<file path="src/rtl/ledwalker_n.sv">
// ledwalker_n -- single-LED walker for board status displays.
//
// A lit LED steps across NLEDS outputs once every STEP_CLOCKS clocks, either
// bouncing between the two ends or wrapping around in a selectable direction.
// The walk can be paused without losing its place in the current interval.
//
// Optional feature macro: LEDWALKER_TRAIL_EN
//   defined   -> the previously lit LED glows dimly (25 % duty from a 3-bit
//                free-running PWM counter), so o_led is one- or two-hot.
//   undefined -> no PWM logic, o_led is strictly one-hot.
//
// Ports:
//   i_clk      system clock, all state changes on its rising edge
//   i_reset_n  asynchronous active-low reset (release expected synchronous)
//   i_en       1 = walk, 0 = pause (interval counter and position hold)
//   i_mode     0 = bounce, 1 = wrap
//   i_dir      wrap direction: 0 = up (index increasing), 1 = down
//   o_led      LED drive, one bit per LED
//   o_pos      index of the lit (head) LED
//   o_strobe   one-cycle pulse in the cycle after each step edge
module ledwalker_n #(
   parameter  int NLEDS       = 8,
   parameter  int STEP_CLOCKS = 6_250_000,
   localparam int PW          = $clog2(NLEDS),
   localparam int CW          = $clog2(STEP_CLOCKS)
) (
   input  logic             i_clk,
   input  logic             i_reset_n,
   input  logic             i_en,
   input  logic             i_mode,
   input  logic             i_dir,
   output logic [NLEDS-1:0] o_led,
   output logic [PW-1:0]    o_pos,
   output logic             o_strobe
);

   localparam logic [PW-1:0]    POS_LAST = PW'(NLEDS - 1);
   localparam logic [CW-1:0]    CNT_LAST = CW'(STEP_CLOCKS - 1);
   localparam logic [NLEDS-1:0] LED_ONE  = {{(NLEDS-1){1'b0}}, 1'b1};

   logic [CW-1:0]    cnt_q, cnt_d;
   logic [PW-1:0]    pos_q, pos_d;
   logic             dir_q, dir_d;      // 0 = moving up, 1 = moving down
   logic [NLEDS-1:0] led_q, led_d;      // head LED, registered one-hot
   logic             strobe_q, strobe_d;
   logic             step;

   assign step = i_en && (cnt_q == CNT_LAST);

   // Interval counter: holds while paused so the interval resumes, not restarts.
   always_comb begin
      cnt_d = cnt_q;
      if (i_en) begin
         cnt_d = step ? '0 : cnt_q + CW'(1);
      end
   end

   // Position / direction update. The end tests use >= / == so that an
   // out-of-range value can never persist, even for non-power-of-2 NLEDS.
   always_comb begin
      pos_d = pos_q;
      dir_d = dir_q;
      if (step) begin
         if (i_mode) begin
            dir_d = i_dir;
            if (!i_dir) begin
               pos_d = (pos_q >= POS_LAST) ? '0 : pos_q + PW'(1);
            end else begin
               pos_d = (pos_q == '0) ? POS_LAST : pos_q - PW'(1);
            end
         end else if (!dir_q) begin
            if (pos_q >= POS_LAST) begin
               pos_d = POS_LAST - PW'(1);
               dir_d = 1'b1;
            end else begin
               pos_d = pos_q + PW'(1);
            end
         end else begin
            if (pos_q == '0) begin
               pos_d = PW'(1);
               dir_d = 1'b0;
            end else begin
               pos_d = pos_q - PW'(1);
            end
         end
      end
   end

   // Decoded from next-state so the registered LED always matches o_pos.
   always_comb begin
      led_d    = LED_ONE << pos_d;
      strobe_d = step;
   end

   always_ff @(posedge i_clk or negedge i_reset_n) begin
      if (!i_reset_n) begin
         cnt_q    <= '0;
         pos_q    <= '0;
         dir_q    <= 1'b0;
         led_q    <= LED_ONE;
         strobe_q <= 1'b0;
      end else begin
         cnt_q    <= cnt_d;
         pos_q    <= pos_d;
         dir_q    <= dir_d;
         led_q    <= led_d;
         strobe_q <= strobe_d;
      end
   end

`ifdef LEDWALKER_TRAIL_EN
   logic [2:0]       pwm_q, pwm_d;
   logic [NLEDS-1:0] trail_q, trail_d;

   // The trail remembers the head that was lit before the latest step.
   always_comb begin
      pwm_d   = pwm_q + 3'd1;
      trail_d = step ? led_q : trail_q;
   end

   always_ff @(posedge i_clk or negedge i_reset_n) begin
      if (!i_reset_n) begin
         pwm_q   <= '0;
         trail_q <= '0;
      end else begin
         pwm_q   <= pwm_d;
         trail_q <= trail_d;
      end
   end

   // Trail shown in 2 of every 8 cycles -> 25 % duty.
   always_comb begin
      o_led = led_q | ((pwm_q < 3'd2) ? trail_q : '0);
   end
`else
   always_comb begin
      o_led = led_q;
   end
`endif

   assign o_pos    = pos_q;
   assign o_strobe = strobe_q;

endmodule

</file>
<file path="config.mk">
export PLATFORM = sky130hd
export DESIGN_NAME = ledwalker_n
export DESIGN_NICKNAME = d
export VERILOG_FILES = /design/src/rtl/ledwalker_n.sv
export SDC_FILE = /design/constraint.sdc
export NUM_CORES = 1
export LEC_CHECK = 0
export ABC_AREA = 0
export CORE_MARGIN = 2
export CORE_UTILIZATION = 60
export DETAILED_ROUTE_END_ITERATION = 16
export GPL_TIMING_DRIVEN = 0
export PLACE_DENSITY = 0.83
export SKIP_CTS_REPAIR_TIMING = 1
export SYNTH_ARGS = -nofsm -noshare
export SYNTH_HDL_FRONTEND = slang
export SYNTH_SLANG_ARGS = --single-unit
</file>
<file path="constraint.sdc">
create_clock -name i_clk -period 4.3 [get_ports i_clk]
set_clock_uncertainty 0.05 [all_clocks]
set_input_delay 0.43 -clock i_clk [delete_from_list [all_inputs] [get_ports i_clk]]
set_output_delay 0.43 -clock i_clk [all_outputs]
set_load 0.02 [all_outputs]
</file>
==> results.yml <==
status:
  outcome: "finished, final reports clean"
setup_path:
  worstPathMaxFanout: 9
  critical_path.endpoint_type: "flip-flop"
  timing.critical_path.required_ps: 4530
  setup.worst_path.start_class: "flip-flop"
  slowest_stage: "dfrtp_1"
  critPathKind: "flip-flop to flip-flop"
  worst_ep_arrival_time_ps: 2660
  timing.critical_path.slowest_cell_delay_ps: 540
  worstPathCellList: "inv_1 > ha_1 > or3_1 > a32o_1 > a22o_1 > mux2i_4 > inv_2 > nor2_1"
  worstPathBufferInverterCount: 2
  critPathTopFamily: "flip-flops"
sta:
  layout_min_cycle_time_ps: 2430
  rsz0062_at_grt: "false"
  max_slew_violation_total_from_the_final_report: 0
  timing_worst_slew_pin_value_ps: 820
  relSlewSlack_pct: 44.9
  timing.final.crit_share_pct: 56.5
  sum_neg_setup_slack_ps: 0
  max_clock_freq_mhz: 412
  setup_viol: 0
  report.final.hold_viol_count: 0
die:
  placement_rows: 20
  die_area_mm2: 0.00362
  io-pin-count: 17
  core_area_mm2: 0.00303
  initial_core_util_pct: 62.6
  die-width_um: 60.2
  die_height_um: 60.2
routing:
  mean_number_of_vias_per_cell: 5.70
  drt-pass1-iter-count: 5
  route.detailed.wl_per_inst_um: 14.8
  first_iter_violations: 71
  post-route-drc-count: 0
  ant_nets: 0
  totalWireLength_um: 3660
  dr_total_vias: 1414
logic_synthesis:
  edff_count_synth: 0
  synth-seq-area-share_pct: 47.6
  postSynth.asyncResetShare_pct: 100
  syn_nets: 191
  post_synth_num_cell_types: 46
  post_synth_inst_count: 181
  commonest_cells_in_the_netlist: "dfrtp_1 (35), nor2_1 (22), nand2_1 (15)"
  most_common_cell_in_the_netlist: "dfrtp_1"
  ys_warn_count: 0
  mappedNetlistArea_mm2: 0.00190
  synth.area.top_cells: "dfrtp_1 (46%), nor2_1 (4.4%), xor2_1 (4.2%)"
  synth_seq_cells: 36
  yosys.area.top_type: "dfrtp_1"
  top_area_cell_type_share_of_the_netlist_area_pct: 46.2
  ys_dominant_reg_cell: "dfrtp_1"
  avgSynthCellArea_um2: 10.5
cells_and_area:
  layout-drive-gt1-share_pct: 13.2
  areaGrowthSynthToFinish_pct: 17.3
  final_nets: 213
  final_core_util_pct: 73.4
  antenna_cells_inserted: 0
global_route:
  grt_start_max_net_pins: 37
  initial_antenna_violation_count: 0
  via_count_of_the_first_global_routing_pass: 1376
  track_usage_pct: 23.1
  grt_pass1_wl_um: 6110
  grt_remaining_overflow: 0
place:
  routabilityCongestion: 0.798
  io_buffer_count: 15
  dp_hpwl_um: 2670
clock_network:
  clkTransAtPathRegs_ps: 110
  clock-root-buffer: "clkbuf_4"
  number_of_buffers_created_by_cts: 5
  clock_sinks: 36
  cts_max_level: 2
  clock_tree.buffer_depth: 2
  cts_tree: "built"
  worst_skew_pair.late_latency_ps: 350
min_path:
  min_path_type: "input port to asynchronous set/reset pin"
pwr:
  leakagePower_nw: 1.07
  p_per_area_mw_per_mm2: 364
  power.ir.vdd_worst_v: 0.000374
run:
  drv_cap: 0
==> flip-flops by register name, summed over array words and instances (netlist names) <==
| register | cells |
|---|---|
| cnt_q | 23 |
| o_led | 8 |
| o_pos | 3 |
| dir_q | 1 |
| o_strobe | 1 |
==> final timing paths <==
| path | start | slack [ps] | cells past startpoint | endpoint |
|---|---|---|---|---|
| max in group asynchronous | i_reset_n | 3600 | 1 | cnt_q[1] |
| min in group i_clk | cnt_q[22] | 460 | 1 | cnt_q[22] |
| min reg2reg | cnt_q[22] | 460 | 1 | cnt_q[22] |
| max | o_pos[0] | 1870 | 8 | o_led[1] |
| max reg2reg | o_pos[0] | 1870 | 8 | o_led[1] |
| min | i_reset_n | 90 | 1 | o_led[5] |
==> logic make-up (layout without fill, tap and decap cells) <==
logic type / Yosys count / after routing / share of synthesized area, %
AOI/OAI and AO/OA: 31 / 31 / 11.3
xor gates and xnor gates: 16 / 16 / 7.39
adders and majority gates: 5 / 5 / 3.30
buffers and inverters: 12 / 35 / 2.84
DFF: 36 / 36 / 47.6
muxes: 4 / 4 / 2.77
and+or+nand+nor: 77 / 77 / 24.8
==> per-stage QoR <==
stage / worst slack, ps / total power [W] / hold WS (ps) / cell area (um2) / instances
4_1_cts: 1880 / 0.000813 / 125 / 2220 / 248
2_1_floorplan: 2070 / 0.000441 / 84.4 / 1900 / 181
3_3_place_gp: 1680 / 0.000461 / 414 / 2100 / 240
3_5_place_dp: 1620 / 0.000464 / 439 / 2100 / 240
5_1_grt: 1760 / 0.000842 / 139 / 2220 / 248
6_report: 1870 / 0.000810 / 92.4 / 2220 / 248
==> routing by layer <==
layer,wire [um],vias to the layer above,part of all wire [%],GRT usage [%]
met1,1600,696,44,27.2
li1,-,687,-,-
met2,1900,23,52,40.8
met3,113,8,3.1,4.55
met4,50,0,1.4,9.21
met5,0,-,0,0
==> power breakdown <==
part,internal [W],switching (W),leakage [nW]
clock,0.000240,0.000112,0.0654
combinational,0.0000310,0.0000342,0.537
sequential,0.000362,0.0000309,0.469
==> cell type report <==
class	instances	area, um2
multi-input combinational	133	940
tap	44	55.1
sequential	36	902
timing repair buffer	15	145
clock inverter	3	90.1
clock buffer	5	37.5
buffer	3	20.0
fill	212	805
inverter	9	33.8
==> placed cells by master, fill, tap and decap left out, drive strengths merged, types with 2 or more instances in the layout <==
master	instances
dfrtp	35
clkdlybuf4s50	14
nand2	16
nor2	22
ha	5
o21ai	9
or3b	2
nand4	10
nor2b	2
and3	2
buf	2
a31oi	6
xor2	9
nand3	4
a21oi	2
xnor2	7
clkbuf	7
inv	9
or3	5
a22o	2
a211oi	4
mux2i	4
bufinv	3
nor3	6
nand2b	2
==> worst reg2reg max path, cell delays in order (launching register included) <==
cell     delay (ps)
dfrtp_1         540
inv_1           170
ha_1            260
or3_1           360
a32o_1          260
a22o_1          250
mux2i_4         230
inv_2           100
nor2_1          140
Note: power is estimated with default switching activity, not from simulation.
